**config.mk**
```make
export PLATFORM = sky130hd
export DESIGN_NAME = dcache_access
export DESIGN_NICKNAME = d
export VERILOG_FILES = /design/src/rtl/dcache_access.sv
export SDC_FILE = /design/constraint.sdc
export NUM_CORES = 1
export LEC_CHECK = 0
export ABC_AREA = 1
export BUFFER_PORTS_ARGS = -buffer_cell sky130_fd_sc_hd__buf_4
export CORE_MARGIN = 2
export CORE_UTILIZATION = 44
export DETAILED_ROUTE_END_ITERATION = 16
export GPL_ROUTABILITY_DRIVEN = 1
export PLACE_DENSITY = 0.78
export SYNTH_ARGS = -nofsm -noshare
export SYNTH_HDL_FRONTEND = slang
export SYNTH_SLANG_ARGS = --single-unit
```
**constraint.sdc**
```tcl
create_clock -name clk -period 1.5 [get_ports clk]
set_input_delay 0.225 -clock clk [delete_from_list [all_inputs] [get_ports clk]]
set_output_delay 0.225 -clock clk [all_outputs]
set_load 0.02 [all_outputs]
```
**src/rtl/dcache_access.sv**
```systemverilog
// dcache_access: memory-stage load/store sequencer driving a request/grant/response data port.
// Optional: define DCACHE_MISALIGN_TRAP_EN to fault misaligned accesses instead of aligning them down.
module dcache_access (
    input  logic        clk,
    input  logic        rst,
    input  logic        ren,
    input  logic [2:0]  rwidth,
    input  logic        rsign,
    input  logic        wen,
    input  logic [2:0]  wwidth,
    input  logic [31:0] addr,
    input  logic [31:0] wdata,
    output logic        stall,
    output logic [31:0] rdata,
    output logic        ld_valid,
    output logic        misalign,
    output logic        mem_req,
    output logic        mem_we,
    output logic [31:0] mem_addr,
    output logic [3:0]  mem_be,
    output logic [31:0] mem_wdata,
    input  logic        mem_gnt,
    input  logic        mem_rvalid,
    input  logic [31:0] mem_rdata
);
    localparam logic [1:0] IDLE = 2'd0, REQ = 2'd1, WAIT = 2'd2, DONE = 2'd3;
    logic [1:0]  state;
    logic        is_load, sign_q;
    logic [2:0]  width_q;
    logic [1:0]  lo_q;
    logic [2:0]  w;
    logic        start, mis;
    logic [1:0]  lo;
    logic [3:0]  be;
    logic [7:0]  b;
    logic [15:0] h;
    logic [31:0] wd, ext;

    // decode the presented access into its lane, byte enables and replicated store data; extend load data
    always_comb begin
        w = ren ? rwidth : wwidth;
        start = (ren | wen) & (w == 3'd1 | w == 3'd2 | w == 3'd4);
        lo = w == 3'd4 ? 2'b00 : w == 3'd2 ? {addr[1], 1'b0} : addr[1:0];
        be = w == 3'd4 ? 4'b1111 : w == 3'd2 ? (lo[1] ? 4'b1100 : 4'b0011) : 4'b0001 << lo;
        wd = w == 3'd1 ? {4{wdata[7:0]}} : w == 3'd2 ? {2{wdata[15:0]}} : wdata;
`ifdef DCACHE_MISALIGN_TRAP_EN
        mis = start & (w == 3'd2 ? addr[0] : w == 3'd4 ? |addr[1:0] : 1'b0);
`else
        mis = 1'b0;
`endif
        stall = ((state == IDLE) & start) | (state == REQ) | (state == WAIT);
        b = mem_rdata[{lo_q, 3'b000} +: 8];
        h = lo_q[1] ? mem_rdata[31:16] : mem_rdata[15:0];
        ext = width_q == 3'd1 ? {{24{sign_q & b[7]}}, b} :
              width_q == 3'd2 ? {{16{sign_q & h[15]}}, h} : mem_rdata;
    end

    // access sequencer: latch on accept, hold the request until granted, capture the load response
    always_ff @(posedge clk) begin
        if (rst) begin
            state     <= IDLE;
            is_load   <= 1'b0;
            sign_q    <= 1'b0;
            width_q   <= 3'd0;
            lo_q      <= 2'b00;
            mem_req   <= 1'b0;
            mem_we    <= 1'b0;
            mem_addr  <= '0;
            mem_be    <= '0;
            mem_wdata <= '0;
            rdata     <= '0;
            ld_valid  <= 1'b0;
            misalign  <= 1'b0;
        end else begin
            ld_valid <= 1'b0;
            misalign <= 1'b0;
            case (state)
                IDLE: if (start) begin
                    if (mis) begin
                        state    <= DONE;
                        misalign <= 1'b1;
                    end else begin
                        state     <= REQ;
                        is_load   <= ren;
                        sign_q    <= rsign;
                        width_q   <= w;
                        lo_q      <= lo;
                        mem_req   <= 1'b1;
                        mem_we    <= ~ren;
                        mem_addr  <= {addr[31:2], 2'b00};
                        mem_be    <= be;
                        mem_wdata <= wd;
                    end
                end
                REQ: if (mem_gnt) begin
                    mem_req <= 1'b0;
                    state   <= is_load ? WAIT : DONE;
                end
                WAIT: if (mem_rvalid) begin
                    rdata    <= ext;
                    ld_valid <= 1'b1;
                    state    <= DONE;
                end
                default: state <= IDLE;
            endcase
        end
    end
endmodule

```
==> results.yml <==
job:
  timing.max_cap.violations: 0
outcome:
  run_status: "finished with violations"
  violations: "setup timing"
placed_design:
  dp_slack_ns: -0.09510
  postPlaceCellArea_sq_mm: 0.007029
  dp_hpwl_mm: 11.72
  io_buffer_count: 210
  gp_congestion: 0.9269
  placed_cells: 1106
final_layout:
  antenna_cells: 0
  final.fill_count: 985
  postLayoutCoreUtil: 0.6634
  multiInputGateArea_sq_mm: 0.002584
  non_filler_cells_final: 1132
  layout.area.seq_sq_mm: 0.002212
  share_of_post_route_cells_with_drive_strength_above_1: 0.3165
  nets: 1097
  area_growth_syn_to_layout_pct: 46.98
  postLayoutCellArea_sq_mm: 0.007575
worst_setup_path:
  timing.critical_path.fanout_max: 2
  arrival_ns: 1.28
  ff2ff_path_depth: 9
  worst_ep_required_time_ns: 1.27
  regToRegStartpoint: "width_q[1]"
  setup.reg_to_reg.worst_slack_ns: 0.06
  startpoint_types: "flop"
  worstSetupEndpointType: "output pin"
  rr_endpoint: "rdata[18]"
  crit_type: "reg2out"
sta:
  rsz_0062_raised_after_global_routing: "true"
  timing_max_transition_violations_final: 0
  normalized_max_slew_margin: 0.6030
  max_clock_freq_mhz: 663.6
  finClkSkew_ns: 0.007208
  finalCriticalPeriod_ns: 1.507
  timing.final.hold_violations: 0
  max_slew.worst_pin.slew_ns: 0.5954
  setup_violations: 1
  post-route-period-util: 1.005
  final_critical_path_setup_slack_ns: -0.007023
floorplan:
  core-area_sq_mm: 0.01142
  floorplan.initialDensity: 0.4513
  ios: 214
  die_height_microns: 112.2
  fp-row-count: 39
  design.die.area_sq_mm: 0.01259
  floorplan.die.width_microns: 112.2
drt:
  post_drt_wl_per_cell_microns: 14.60
  drcViolationCount: 0
  detail_route.first_pass.iterations: 5
  detail_route.iter0.violations: 478
  detail-route-antenna-nets: 0
  totalWireLength_mm: 16.53
  via_count: 5715
  avgViaCountPerCell: 5.049
global_route:
  maximum_number_of_pins_on_one_net_before_global_route_repair: 55
  first_global_vias: 5270
  overflow: 0
  antenna_found_initial: 0
  all_layer_gr_usage: 0.2542
  grt_first_pass_wirelength_mm: 25.79
power:
  vdd_drop_max_mv: 0.7779
  p_leak_nw: 3.626
  cellPowerDensity_mw_per_mm2: 1227
  p_total_mw: 9.293
cts:
  clock_latency_ns: 0.36
  tritoncts_clock_tree: "done"
  tritoncts.num_buffers: 9
  clk_transition_reported_paths_ns: 0.07
  htreeDepth: 3
  cts.sinks: 110
  clock_tree.root_cell: "clkbuf_16"
  max-clock-path-buffers: 2
  postCtsHoldBufs: 0
min_path:
  timing.hold.worst.class: "in2reg"
  holdPathEnd: "mem_addr[15]"
  hold-path-cell-count: 3
  hold_start: "addr[15]"
yosys:
  synthCells: 766
  cell_area_after_synthesis_sq_mm: 0.005154
  synth.distinct_cells: 27
  postSynthAreaPerCell_sq_um: 6.728
  share_of_synthesized_area_occupied_by_flip_flops_and_latches: 0.4273
  synth-warning-count: 0
  ys_ff_latch: 110
flip-flops by register name (all words and copies together), names as in the netlist, 2 cells and up:
| signal | cells |
|---|---|
| mem_be | 4 |
| rdata | 32 |
| lo_q | 2 |
| mem_wdata | 32 |
| mem_addr | 30 |
| state | 2 |
| width_q | 3 |
how the worst max path moves through the flow:
| stage | startpoint | end | slack [ns] | depth (start not counted) |
|---|---|---|---|---|
| floorplan | ren | stall | 0.0008 | 10 |
| global placement | ren | mem_wdata[27] | -0.07 | 13 |
| detailed placement | ren | mem_addr[14] | -0.1 | 11 |
| CTS | state[0] | stall | -0.03 | 6 |
| global route | lo_q[1] | rdata[15] | -0.07 | 6 |
| finish | state[0] | stall | -0.007 | 6 |
critical path: stages, from the launching register on:
cell,delay [ns]
dfxtp_4,0.36
inv_4,0.07
ha_4,0.14
nand3_4,0.07
buf_6,0.13
nand3_4,0.05
buf_6,0.12
synthesized netlist by cell type (all sizes together):
library cell | n | share of area
nor3 | 3 | 0.0049
a21oi | 101 | 0.098
nand2 | 261 | 0.19
inv | 49 | 0.037
o22ai | 1 | 0.0012
o211ai | 11 | 0.016
dfxtp | 110 | 0.43
nand3 | 27 | 0.033
a31oi | 8 | 0.0097
or2 | 1 | 0.0012
clkinv | 1 | 0.00073
nor2 | 68 | 0.050
conb | 1 | 0.00073
ha | 4 | 0.0097
clkbuf | 25 | 0.018
buf | 26 | 0.035
o21ai | 69 | 0.068
final cells by class:
class,count,share of cell area
sequential,110,0.2920
tap,143,0.02362
clock inverter,5,0.01107
timing repair buffer,255,0.2739
timing repair inverter,1,0.0009911
inverter,50,0.02659
clock buffer,11,0.03072
multi-input combinational,557,0.3411
per-stage QoR:
| step | TNS, ns | hold slack (ns) |
|---|---|---|
| after floorplan | 0 | 0.3679 |
| after global placement | -1.114 | 0.4522 |
| after detailed placement | -3.903 | 0.4557 |
| after CTS | -0.02787 | 0.1090 |
| after global routing | -0.2984 | 0.1225 |
| final | -0.007023 | 0.1214 |
logic make-up after synthesis:
group	share of synthesized area
compound gates	0.1928
fa+ha+maj	0.009711
buf+inv	0.09031
flops	0.4273
other cells	0.0007276
simple gates	0.2792
layer usage:
metal,vias to the layer above,global-route usage,share of wire
li1,2888,-,-
met1,2550,0.3146,0.41
met2,253,0.4241,0.48
met3,24,0.07397,0.097
met4,0,0.08943,0.019
met5,-,0,0
power breakdown:
part           total [mW]  internal, mW  switching [mW]
sequential           3.48          3.28           0.203
clock                2.58          1.47            1.11
combinational        3.23          1.42            1.81
total                9.29          6.17            3.13
timing repair:
| item | 4_1_cts | 5_1_grt |
|---|---|---|
| gates cloned | 0 | 3 |
| endpoints found under the setup margin | 8 | 37 |
| buffers inserted | 3 | 4 |
| pin swaps | 1 | 11 |
| resized for setup | 12 | 48 |
cells in the final DEF (no fill, tap or decap), types with 2 or more instances in the layout:
cell type | synthesis | final
a21oi_1 | 101 | 99
a21oi_2 | 0 | 2
a31oi_1 | 8 | 8
buf_12 | 0 | 9
buf_4 | 13 | 237
buf_6 | 3 | 8
bufinv_16 | 0 | 2
clkbuf_1 | 25 | 2
clkbuf_16 | 0 | 10
clkinvlp_4 | 0 | 4
conb_1 | 1 | 3
dfxtp_1 | 110 | 104
dfxtp_2 | 0 | 5
ha_4 | 0 | 2
inv_1 | 47 | 39
inv_2 | 0 | 6
inv_4 | 2 | 2
nand2_1 | 259 | 252
nand2_2 | 2 | 9
nand3_1 | 22 | 20
nand3_2 | 4 | 5
nand3_4 | 1 | 2
nor2_1 | 68 | 68
nor3_4 | 0 | 2
o211ai_1 | 11 | 11
o21ai_0 | 61 | 47
o21ai_1 | 7 | 19
o21ai_2 | 1 | 3
Power figures use the tool's default switching activity.
